### src/rtl/decode_stage_pkg.sv
// Shared encodings, control bundle type and ALU-op helper for the decode stage.
package decode_stage_pkg;

  localparam int unsigned XLEN  = 32;
  localparam int unsigned ALU_W = 4;
  localparam int unsigned SEL_W = 2;
  localparam int unsigned OPC_W = 7;

  localparam logic [ALU_W-1:0] ALU_ADD  = 4'd0;
  localparam logic [ALU_W-1:0] ALU_SUB  = 4'd1;
  localparam logic [ALU_W-1:0] ALU_SLL  = 4'd2;
  localparam logic [ALU_W-1:0] ALU_SLT  = 4'd3;
  localparam logic [ALU_W-1:0] ALU_SLTU = 4'd4;
  localparam logic [ALU_W-1:0] ALU_XOR  = 4'd5;
  localparam logic [ALU_W-1:0] ALU_SRL  = 4'd6;
  localparam logic [ALU_W-1:0] ALU_SRA  = 4'd7;
  localparam logic [ALU_W-1:0] ALU_OR   = 4'd8;
  localparam logic [ALU_W-1:0] ALU_AND  = 4'd9;

  localparam logic [SEL_W-1:0] OP1_RS1  = 2'd0;
  localparam logic [SEL_W-1:0] OP1_PC   = 2'd1;
  localparam logic [SEL_W-1:0] OP1_ZERO = 2'd2;

  localparam logic [SEL_W-1:0] WB_ALU = 2'd0;
  localparam logic [SEL_W-1:0] WB_MEM = 2'd1;
  localparam logic [SEL_W-1:0] WB_PC4 = 2'd2;

  localparam logic [OPC_W-1:0] OPC_RTYPE  = 7'b0110011;
  localparam logic [OPC_W-1:0] OPC_IALU   = 7'b0010011;
  localparam logic [OPC_W-1:0] OPC_LOAD   = 7'b0000011;
  localparam logic [OPC_W-1:0] OPC_STORE  = 7'b0100011;
  localparam logic [OPC_W-1:0] OPC_BRANCH = 7'b1100011;
  localparam logic [OPC_W-1:0] OPC_JAL    = 7'b1101111;
  localparam logic [OPC_W-1:0] OPC_JALR   = 7'b1100111;
  localparam logic [OPC_W-1:0] OPC_LUI    = 7'b0110111;
  localparam logic [OPC_W-1:0] OPC_AUIPC  = 7'b0010111;

  typedef struct packed {
    logic [ALU_W-1:0] alu_ctrl;
    logic             reg_write;
    logic             mem_read;
    logic             mem_write;
    logic             alu_src;
    logic [SEL_W-1:0] op1_sel;
    logic [SEL_W-1:0] wb_sel;
    logic             is_branch;
    logic             is_jal;
    logic             is_jalr;
    logic             illegal;
  } ctrl_t;

  localparam ctrl_t CTRL_NOP = '{ALU_ADD, 1'b0, 1'b0, 1'b0, 1'b0, OP1_RS1, WB_ALU,
                                 1'b0, 1'b0, 1'b0, 1'b0};

  // funct3 to ALU op; alt selects SUB/SRA variants
  function automatic logic [ALU_W-1:0] alu_op(input logic [2:0] f3, input logic alt);
    case (f3)
      3'b000:  alu_op = alt ? ALU_SUB : ALU_ADD;
      3'b001:  alu_op = ALU_SLL;
      3'b010:  alu_op = ALU_SLT;
      3'b011:  alu_op = ALU_SLTU;
      3'b100:  alu_op = ALU_XOR;
      3'b101:  alu_op = alt ? ALU_SRA : ALU_SRL;
      3'b110:  alu_op = ALU_OR;
      default: alu_op = ALU_AND;
    endcase
  endfunction

endpackage

### src/rtl/decode_stage_control_decode.sv
// Combinational RV32I decoder: instruction word to control bundle and immediate.
module control_decode
  import decode_stage_pkg::*;
(
  input  logic [XLEN-1:0] instr,
  output ctrl_t           ctrl,
  output logic [XLEN-1:0] imm
);

  logic [OPC_W-1:0] opc;
  logic [2:0]       f3;
  logic [6:0]       f7;
  logic [XLEN-1:0]  imm_i, imm_s, imm_b, imm_u, imm_j, imm_sh;
  logic             is_shift, shift_ok, rtype_ok;

  assign opc = instr[6:0];
  assign f3  = instr[14:12];
  assign f7  = instr[31:25];

  assign imm_i  = {{20{instr[31]}}, instr[31:20]};
  assign imm_s  = {{20{instr[31]}}, instr[31:25], instr[11:7]};
  assign imm_b  = {{19{instr[31]}}, instr[31], instr[7], instr[30:25], instr[11:8], 1'b0};
  assign imm_u  = {instr[31:12], 12'b0};
  assign imm_j  = {{11{instr[31]}}, instr[31], instr[19:12], instr[20], instr[30:21], 1'b0};
  assign imm_sh = {27'b0, instr[24:20]};

  // Only ADD/SUB and SRL/SRA have an alternate funct7 encoding
  assign is_shift = (f3 == 3'b001) || (f3 == 3'b101);
  assign shift_ok = (f7 == 7'b0000000) || ((f3 == 3'b101) && (f7 == 7'b0100000));
  assign rtype_ok = (f7 == 7'b0000000) ||
                    ((f7 == 7'b0100000) && ((f3 == 3'b000) || (f3 == 3'b101)));

  always_comb begin
    ctrl = CTRL_NOP;
    imm  = '0;
    case (opc)
      OPC_RTYPE: begin
        if (rtype_ok) begin
          ctrl.alu_ctrl  = alu_op(f3, f7[5]);
          ctrl.reg_write = 1'b1;
        end else begin
          ctrl.illegal = 1'b1;
        end
      end
      OPC_IALU: begin
        if (!is_shift || shift_ok) begin
          ctrl.alu_ctrl  = alu_op(f3, (f3 == 3'b101) && f7[5]);
          ctrl.alu_src   = 1'b1;
          ctrl.reg_write = 1'b1;
          imm            = is_shift ? imm_sh : imm_i;
        end else begin
          ctrl.illegal = 1'b1;
        end
      end
      OPC_LOAD: begin
        if (f3 == 3'b010) begin
          ctrl.mem_read  = 1'b1;
          ctrl.wb_sel    = WB_MEM;
          ctrl.alu_src   = 1'b1;
          ctrl.reg_write = 1'b1;
          imm            = imm_i;
        end else begin
          ctrl.illegal = 1'b1;
        end
      end
      OPC_STORE: begin
        if (f3 == 3'b010) begin
          ctrl.mem_write = 1'b1;
          ctrl.alu_src   = 1'b1;
          imm            = imm_s;
        end else begin
          ctrl.illegal = 1'b1;
        end
      end
      OPC_BRANCH: begin
        if ((f3 != 3'b010) && (f3 != 3'b011)) begin
          ctrl.is_branch = 1'b1;
          imm            = imm_b;
        end else begin
          ctrl.illegal = 1'b1;
        end
      end
      OPC_JAL: begin
        ctrl.is_jal    = 1'b1;
        ctrl.wb_sel    = WB_PC4;
        ctrl.reg_write = 1'b1;
        imm            = imm_j;
      end
      OPC_JALR: begin
        if (f3 == 3'b000) begin
          ctrl.is_jalr   = 1'b1;
          ctrl.wb_sel    = WB_PC4;
          ctrl.reg_write = 1'b1;
          ctrl.alu_src   = 1'b1;
          imm            = imm_i;
        end else begin
          ctrl.illegal = 1'b1;
        end
      end
      OPC_LUI, OPC_AUIPC: begin
        ctrl.op1_sel   = (opc == OPC_LUI) ? OP1_ZERO : OP1_PC;
        ctrl.alu_src   = 1'b1;
        ctrl.reg_write = 1'b1;
        imm            = imm_u;
      end
      default: ctrl.illegal = 1'b1;
    endcase
  end

endmodule

### src/rtl/decode_stage.sv
// Registered decode stage: valid/ready output register with flush, NOP forcing and retire count.
module decode_stage
  import decode_stage_pkg::*;
(
  input  logic             clk,
  input  logic             reset,
  input  logic [XLEN-1:0]  instr,
  input  logic             in_valid,
  output logic             in_ready,
  output logic             out_valid,
  input  logic             out_ready,
  input  logic             flush,
  output logic [6:0]       opcode,
  output logic [4:0]       rd,
  output logic [2:0]       funct3,
  output logic [4:0]       rs1,
  output logic [4:0]       rs2,
  output logic [6:0]       funct7,
  output logic [19:0]      csr,
  output logic [ALU_W-1:0] alu_ctrl,
  output logic [XLEN-1:0]  imm_out,
  output logic             reg_write,
  output logic             mem_read,
  output logic             mem_write,
  output logic             alu_src,
  output logic [SEL_W-1:0] op1_sel,
  output logic [SEL_W-1:0] wb_sel,
  output logic             is_branch,
  output logic             is_jal,
  output logic             is_jalr,
  output logic             illegal,
  output logic [XLEN-1:0]  retired_cnt
);

  ctrl_t           dec_ctrl, ctrl_q;
  logic [XLEN-1:0] dec_imm, instr_q, imm_q;
  logic            accept;

  control_decode u_control_decode (
    .instr (instr),
    .ctrl  (dec_ctrl),
    .imm   (dec_imm)
  );

  assign in_ready = !out_valid || out_ready;
  assign accept   = in_valid && in_ready;

  // Raw fields and immediate only change on a real accept; controls fall back to NOP when empty
  always_ff @(posedge clk or posedge reset) begin
    if (reset) begin
      out_valid   <= 1'b0;
      ctrl_q      <= CTRL_NOP;
      instr_q     <= '0;
      imm_q       <= '0;
      retired_cnt <= '0;
    end else begin
      if (out_valid && out_ready) retired_cnt <= retired_cnt + 32'd1;
      if (flush) begin
        out_valid <= 1'b0;
        ctrl_q    <= CTRL_NOP;
      end else if (accept) begin
        out_valid <= 1'b1;
        ctrl_q    <= dec_ctrl;
        instr_q   <= instr;
        imm_q     <= dec_imm;
      end else if (out_ready) begin
        out_valid <= 1'b0;
        ctrl_q    <= CTRL_NOP;
      end
    end
  end

  assign opcode    = instr_q[6:0];
  assign rd        = instr_q[11:7];
  assign funct3    = instr_q[14:12];
  assign rs1       = instr_q[19:15];
  assign rs2       = instr_q[24:20];
  assign funct7    = instr_q[31:25];
  assign csr       = instr_q[31:12];
  assign imm_out   = imm_q;
  assign alu_ctrl  = ctrl_q.alu_ctrl;
  assign reg_write = ctrl_q.reg_write;
  assign mem_read  = ctrl_q.mem_read;
  assign mem_write = ctrl_q.mem_write;
  assign alu_src   = ctrl_q.alu_src;
  assign op1_sel   = ctrl_q.op1_sel;
  assign wb_sel    = ctrl_q.wb_sel;
  assign is_branch = ctrl_q.is_branch;
  assign is_jal    = ctrl_q.is_jal;
  assign is_jalr   = ctrl_q.is_jalr;
  assign illegal   = ctrl_q.illegal;

endmodule

### config.mk
export PLATFORM = sky130hd
export DESIGN_NAME = decode_stage
export DESIGN_NICKNAME = d
export VERILOG_FILES = /design/src/rtl/decode_stage_pkg.sv /design/src/rtl/decode_stage_control_decode.sv /design/src/rtl/decode_stage.sv
export SDC_FILE = /design/constraint.sdc
export NUM_CORES = 1
export LEC_CHECK = 0
export ABC_CLOCK_PERIOD_IN_PS = 12400
export CAP_MARGIN = 20
export CORE_AREA = 2 2 139 141
export CTS_CLUSTER_DIAMETER = 100
export DETAILED_ROUTE_END_ITERATION = 6
export DIE_AREA = 0 0 141 143
export GPL_TIMING_DRIVEN = 0
export PLACE_DENSITY = 0.5
export SYNTH_ARGS = -nofsm -noshare
export SYNTH_HDL_FRONTEND = slang
export SYNTH_SLANG_ARGS = --single-unit
### constraint.sdc
create_clock -name clk -period 12.4 [get_ports clk]
set_input_delay 3.1 -clock clk [delete_from_list [all_inputs] [get_ports clk]]
set_output_delay 3.1 -clock clk [all_outputs]
set_load 0.1 [all_outputs]
-- Yosys cells after proc, flatten, opt, wreduce, memory -nomap -nowiden
Cells that the tools add are included.
- flip-flop bits (word level): 113
- input port bits: 37
- output and inout bits: 134
- add/subtract/negate cells: 1
- reductions and logical operators: 21
- mux-type cells: 45
- equal/unequal tests: 18
- bitwise gates (word level): 1
- operator list (cell ; count):
    $pmux 32 s7 ; 1
    $mux 32 ; 6
    $pmux 4 s7 ; 2
    $mux 16 ; 3
    $add 32x1->32 const B ; 1
    $eq 7x6->1 const B ; 4
    $mux 1 ; 22
    $eq 7x7->1 const B ; 3
    $eq 7x5->1 const B ; 2
    $mux 5 ; 2
    $pmux 1 s5 ; 2
    $eq 3x3->1 const B ; 3
    $mux 2 ; 4
    $pmux 4 s2 ; 1
    $eq 7x2->1 const B ; 1
    $logic_not 7->1 ; 1
    $eq 3x2->1 const B ; 2
    $logic_and 1x1->1 ; 6
    $logic_or 1x1->1 ; 6
    $ne 3x2->1 const B ; 2
    $pmux 1 s6 ; 1
    $pmux 2 s3 ; 1
    $reduce_or 2->1 ; 2
    $eq 3x1->1 const B ; 1
    other kinds (6) ; 7

-- Longest topological paths before layout
- word-level depth: 8
- mapped depth: 7
- mapped depth without buffers: 5

-- Hierarchy
A second synthesis with hierarchy kept.
- cells, all modules: 480
- area total of the unflattened synthesis: 5550.3 um^2
- by module, submodules not included (module ; cells an instance ; area each (um^2) ; instances):
    decode_stage ; 330 ; 4593.2 ; 1
    control_decode ; 150 ; 957.2 ; 1

-- Worst setup path after synthesis
No wires, ideal clock.
- path type: input to output
- from: input port out_ready
- to: output port in_ready
- stages: 1
- data required time: 9.300 ns
- arrival time: 3.905 ns
- buffers on the path: 0
- path slack: 5.395 ns
- path through: nand2b_1
- word-level cells in the longest chain between the ends: 1
- ends and longest elaborated chain (element ; RTL line ; RTL):
    start, declared ; decode_stage.sv:11 ; input logic out_ready,
    $logic_or 1x1->1 ; decode_stage.sv:45 ; assign in_ready = !out_valid || out_ready;
    end, declared ; decode_stage.sv:9 ; output logic in_ready,
No other way between the ends.

-- Worst setup path after layout
Same ends and word-level chain as after synthesis.

==> flow_metrics.tcl <==
set metrics [dict create \
    die_h_um 143 \
    diodes 0 \
    critPathMaxFanout 6 \
    initial_utilization_pct 28.8 \
    cts_made_buffers 17 \
    hold_viol 0 \
    status "finished clean" \
    whs_ps 467 \
    grt_start_max_net_pins 84 \
    start_kind "input pin" \
    final_area_um2 7970 \
    ys.flop_type "dfrtp_1" \
    grt_usage_pct 17.9 \
    drc 0 \
    p_clk_share_pct 37.4 \
    synthArstFlopShare_pct 100 \
    hold_start "alu_src$_DFFE_PP0P_" \
    setup_viol 0 \
    area_growth_pct 48.9 \
    ys_types 60 \
    rrSetupSlack_ps 10140 \
    synth_area_per_cell_um2 9.89 \
    power_frac_seq_pct 31.0 \
    cap_violations 0 \
    crit_path_max_incr_delay_ps 1210 \
    final_cells 975 \
    switchingPower_mw 0.519 \
    crit_end "in_ready" \
    timing.rr.start "out_valid$_DFFE_PP0P_" \
    post-place-cells 945 \
    finalClockSkew_ps 11.5 \
    path_cells "clkdlybuf4s50_1 > nand2b_1 > clkdlybuf4s50_1" \
    fmax_ghz 0.121 \
    dpl.hpwl_um 13200 \
    post_cts_resized 0 \
    root_buffer "clkbuf_16" \
    p_int_mw 0.822 \
    dr.first_iter.drc_count 222 \
    dieArea_um2 20200 \
    placed_area_um2 7370 \
    clockBufferDepth 2 \
    wl_um 17600 \
    crit_start "out_ready" \
    cts_tree "done" \
    crit_buf_inv 2 \
    gp_congestion 0.838 \
    yosysSeqAreaShare_pct 52.9 \
    viasPerCell 4.89 \
    reg2reg_to "instr_q[5]$_DFFE_PP0P_" \
    cpMaxStageDelayCell "clkdlybuf4s50_1" \
    synth-edff-count 0 \
    ir_drop_uv 94.6 \
    critical-path-top-delay-family "buffers and inverters" \
    worstSetupEndpointType "output pin" \
    grt_overflow 0 \
    hold_path.class "flop to flop" \
    dr_total_vias 4764 \
    first_pass_iters 5 \
    synthCells 541 \
    ant_nets 0 \
    clkLatencyLatePin_ps 410 \
    fin_ws_ps 4140 \
    h-tree-depth 4 \
    cts_hold_buffers 0 \
    p_sw_share_pct 38.7 \
    routedWlPerCell_um 18.0 \
    fin_total_pwr_mw 1.34 \
    fin_crit_ps 8260 \
    cts_num_sinks 113 \
    synth_nets 579 \
    cp_num_cells 3 \
    final_nets 768 \
    final.period_utilization_pct 66.6 \
    place_ws_ps 4140 \
    grt_pass1_vias 4913 \
    r2r_cells 5 \
    worst_pin_slew_ps 1070 \
    worstPathArrival_ps 5160 \
    coreArea_um2 18600 \
    synth-seq-cells 113 \
    antenna_found_initial 0 \
    p_comb_share_pct 31.6 \
    io_pins 171 \
    required_ps 9300 \
    maxSlewHeadroom_pct 28.4 \
    post_cts_buffers 0 \
    cp_common_cell "clkdlybuf4s50_1" \
    rsz0062_at_grt "no" \
    drive_above_1_share_pct 10.8 \
    path_clk_slew_ps 50 \
    fillers 1764 \
    worstSetupPathType "input pin to output pin" \
    finalCoreUtilization_pct 42.9 \
    setup_tns_ps 0 \
    p_leak_nw 3.53 \
    slew_viol_final 0 \
    portBuffers 169 \
    die_w_um 141 \
    yosysWarnings 0 \
    grt_pass1_wl_um 27800 \
    cellPowerDensity_nw_per_um2 168 \
    netlist_area_um2 5350 \
    fp-row-count 50 \
]
synthesized netlist by cell type, types with 12 or more instances:
cell type | count | area share, %
and2_1 | 12 | 1.4
a221o_1 | 12 | 2.2
o21ai_0 | 28 | 2.6
xnor2_1 | 19 | 3.1
nand3_1 | 14 | 1.3
a22oi_1 | 12 | 1.7
xor2_1 | 13 | 2.1
clkbuf_1 | 13 | 0.91
buf_4 | 21 | 2.9
nor2_1 | 17 | 1.2
dfrtp_1 | 113 | 53
nand2_1 | 146 | 10
routing by layer:
layer  GRT usage (%)  part of all wire, %
met3            6.00                  7.3
met2            29.0                   47
met4            5.95                  1.4
met5               0                    0
met1            22.6                   44
worst min-delay path by stage:
stage	slack, ps	depth (start not counted)	to
after floorplan	960	2	alu_src$_DFFE_PP0P_
after global placement	450	2	alu_src$_DFFE_PP0P_
after detailed placement	460	2	alu_src$_DFFE_PP0P_
after CTS	470	2	alu_src$_DFFE_PP0P_
after global routing	500	2	alu_src$_DFFE_PP0P_
final	470	2	alu_src$_DFFE_PP0P_
worst reg2reg max path, stage by stage, from the launching register on:
cell	delay, ps
dfrtp_1	440
nand2b_1	180
nand2_1	270
clkbuf_1	570
clkbuf_1	510
o21ai_0	150
cell type report:
cell class,count,area (µm²),share of cell area (%)
Buffer,46,283,3.55
Clock buffer,20,467,5.86
Clock inverter,10,135,1.70
Inverter,6,27.5,0.345
Multi-Input combinational cell,376,2220,27.8
Sequential cell,113,2830,35.5
Tap cell,234,293,3.67
Timing Repair Buffer,170,1720,21.6
layout by cell type, fill, tap and decap left out, drive strengths merged, types with 13 or more instances in the layout:
master         count
clkdlybuf4s50    169
nand2            147
dfrtp            113
clkbuf            34
buf               33
o21ai             29
xnor2             19
nor2              17
nand3             14
xor2              13
registers in the layout, summed over array words and instances, names as in the netlist, 2 cells and up:
name         cells
imm_out         32
instr_q         32
retired_cnt     32
alu_ctrl         4
op1_sel          2
wb_sel           2
power by group through the flow:
stage | clock, mW | sequential, mW | combinational [mW]
after CTS | 0.511 | 0.417 | 0.427
after global routing | 0.529 | 0.420 | 0.439
after detailed placement | 0 | 0.422 | 0.426
final | 0.501 | 0.416 | 0.424
after global placement | 0 | 0.421 | 0.424
after floorplan | 0 | 0.596 | 0.139
kinds of logic after synthesis:
family                     count (synthesis)  share of synthesized area, %
AOI/OAI and AO/OA                         90                          12.4
xor gates and xnor gates                  32                          5.24
adders and majority gates                  1                         0.234
buffers and inverters                     52                          5.71
DFF                                      113                          52.9
muxes                                      2                         0.421
and+or+nand+nor                          251                          23.2
No activity file was read; power rests on OpenSTA's default activity.
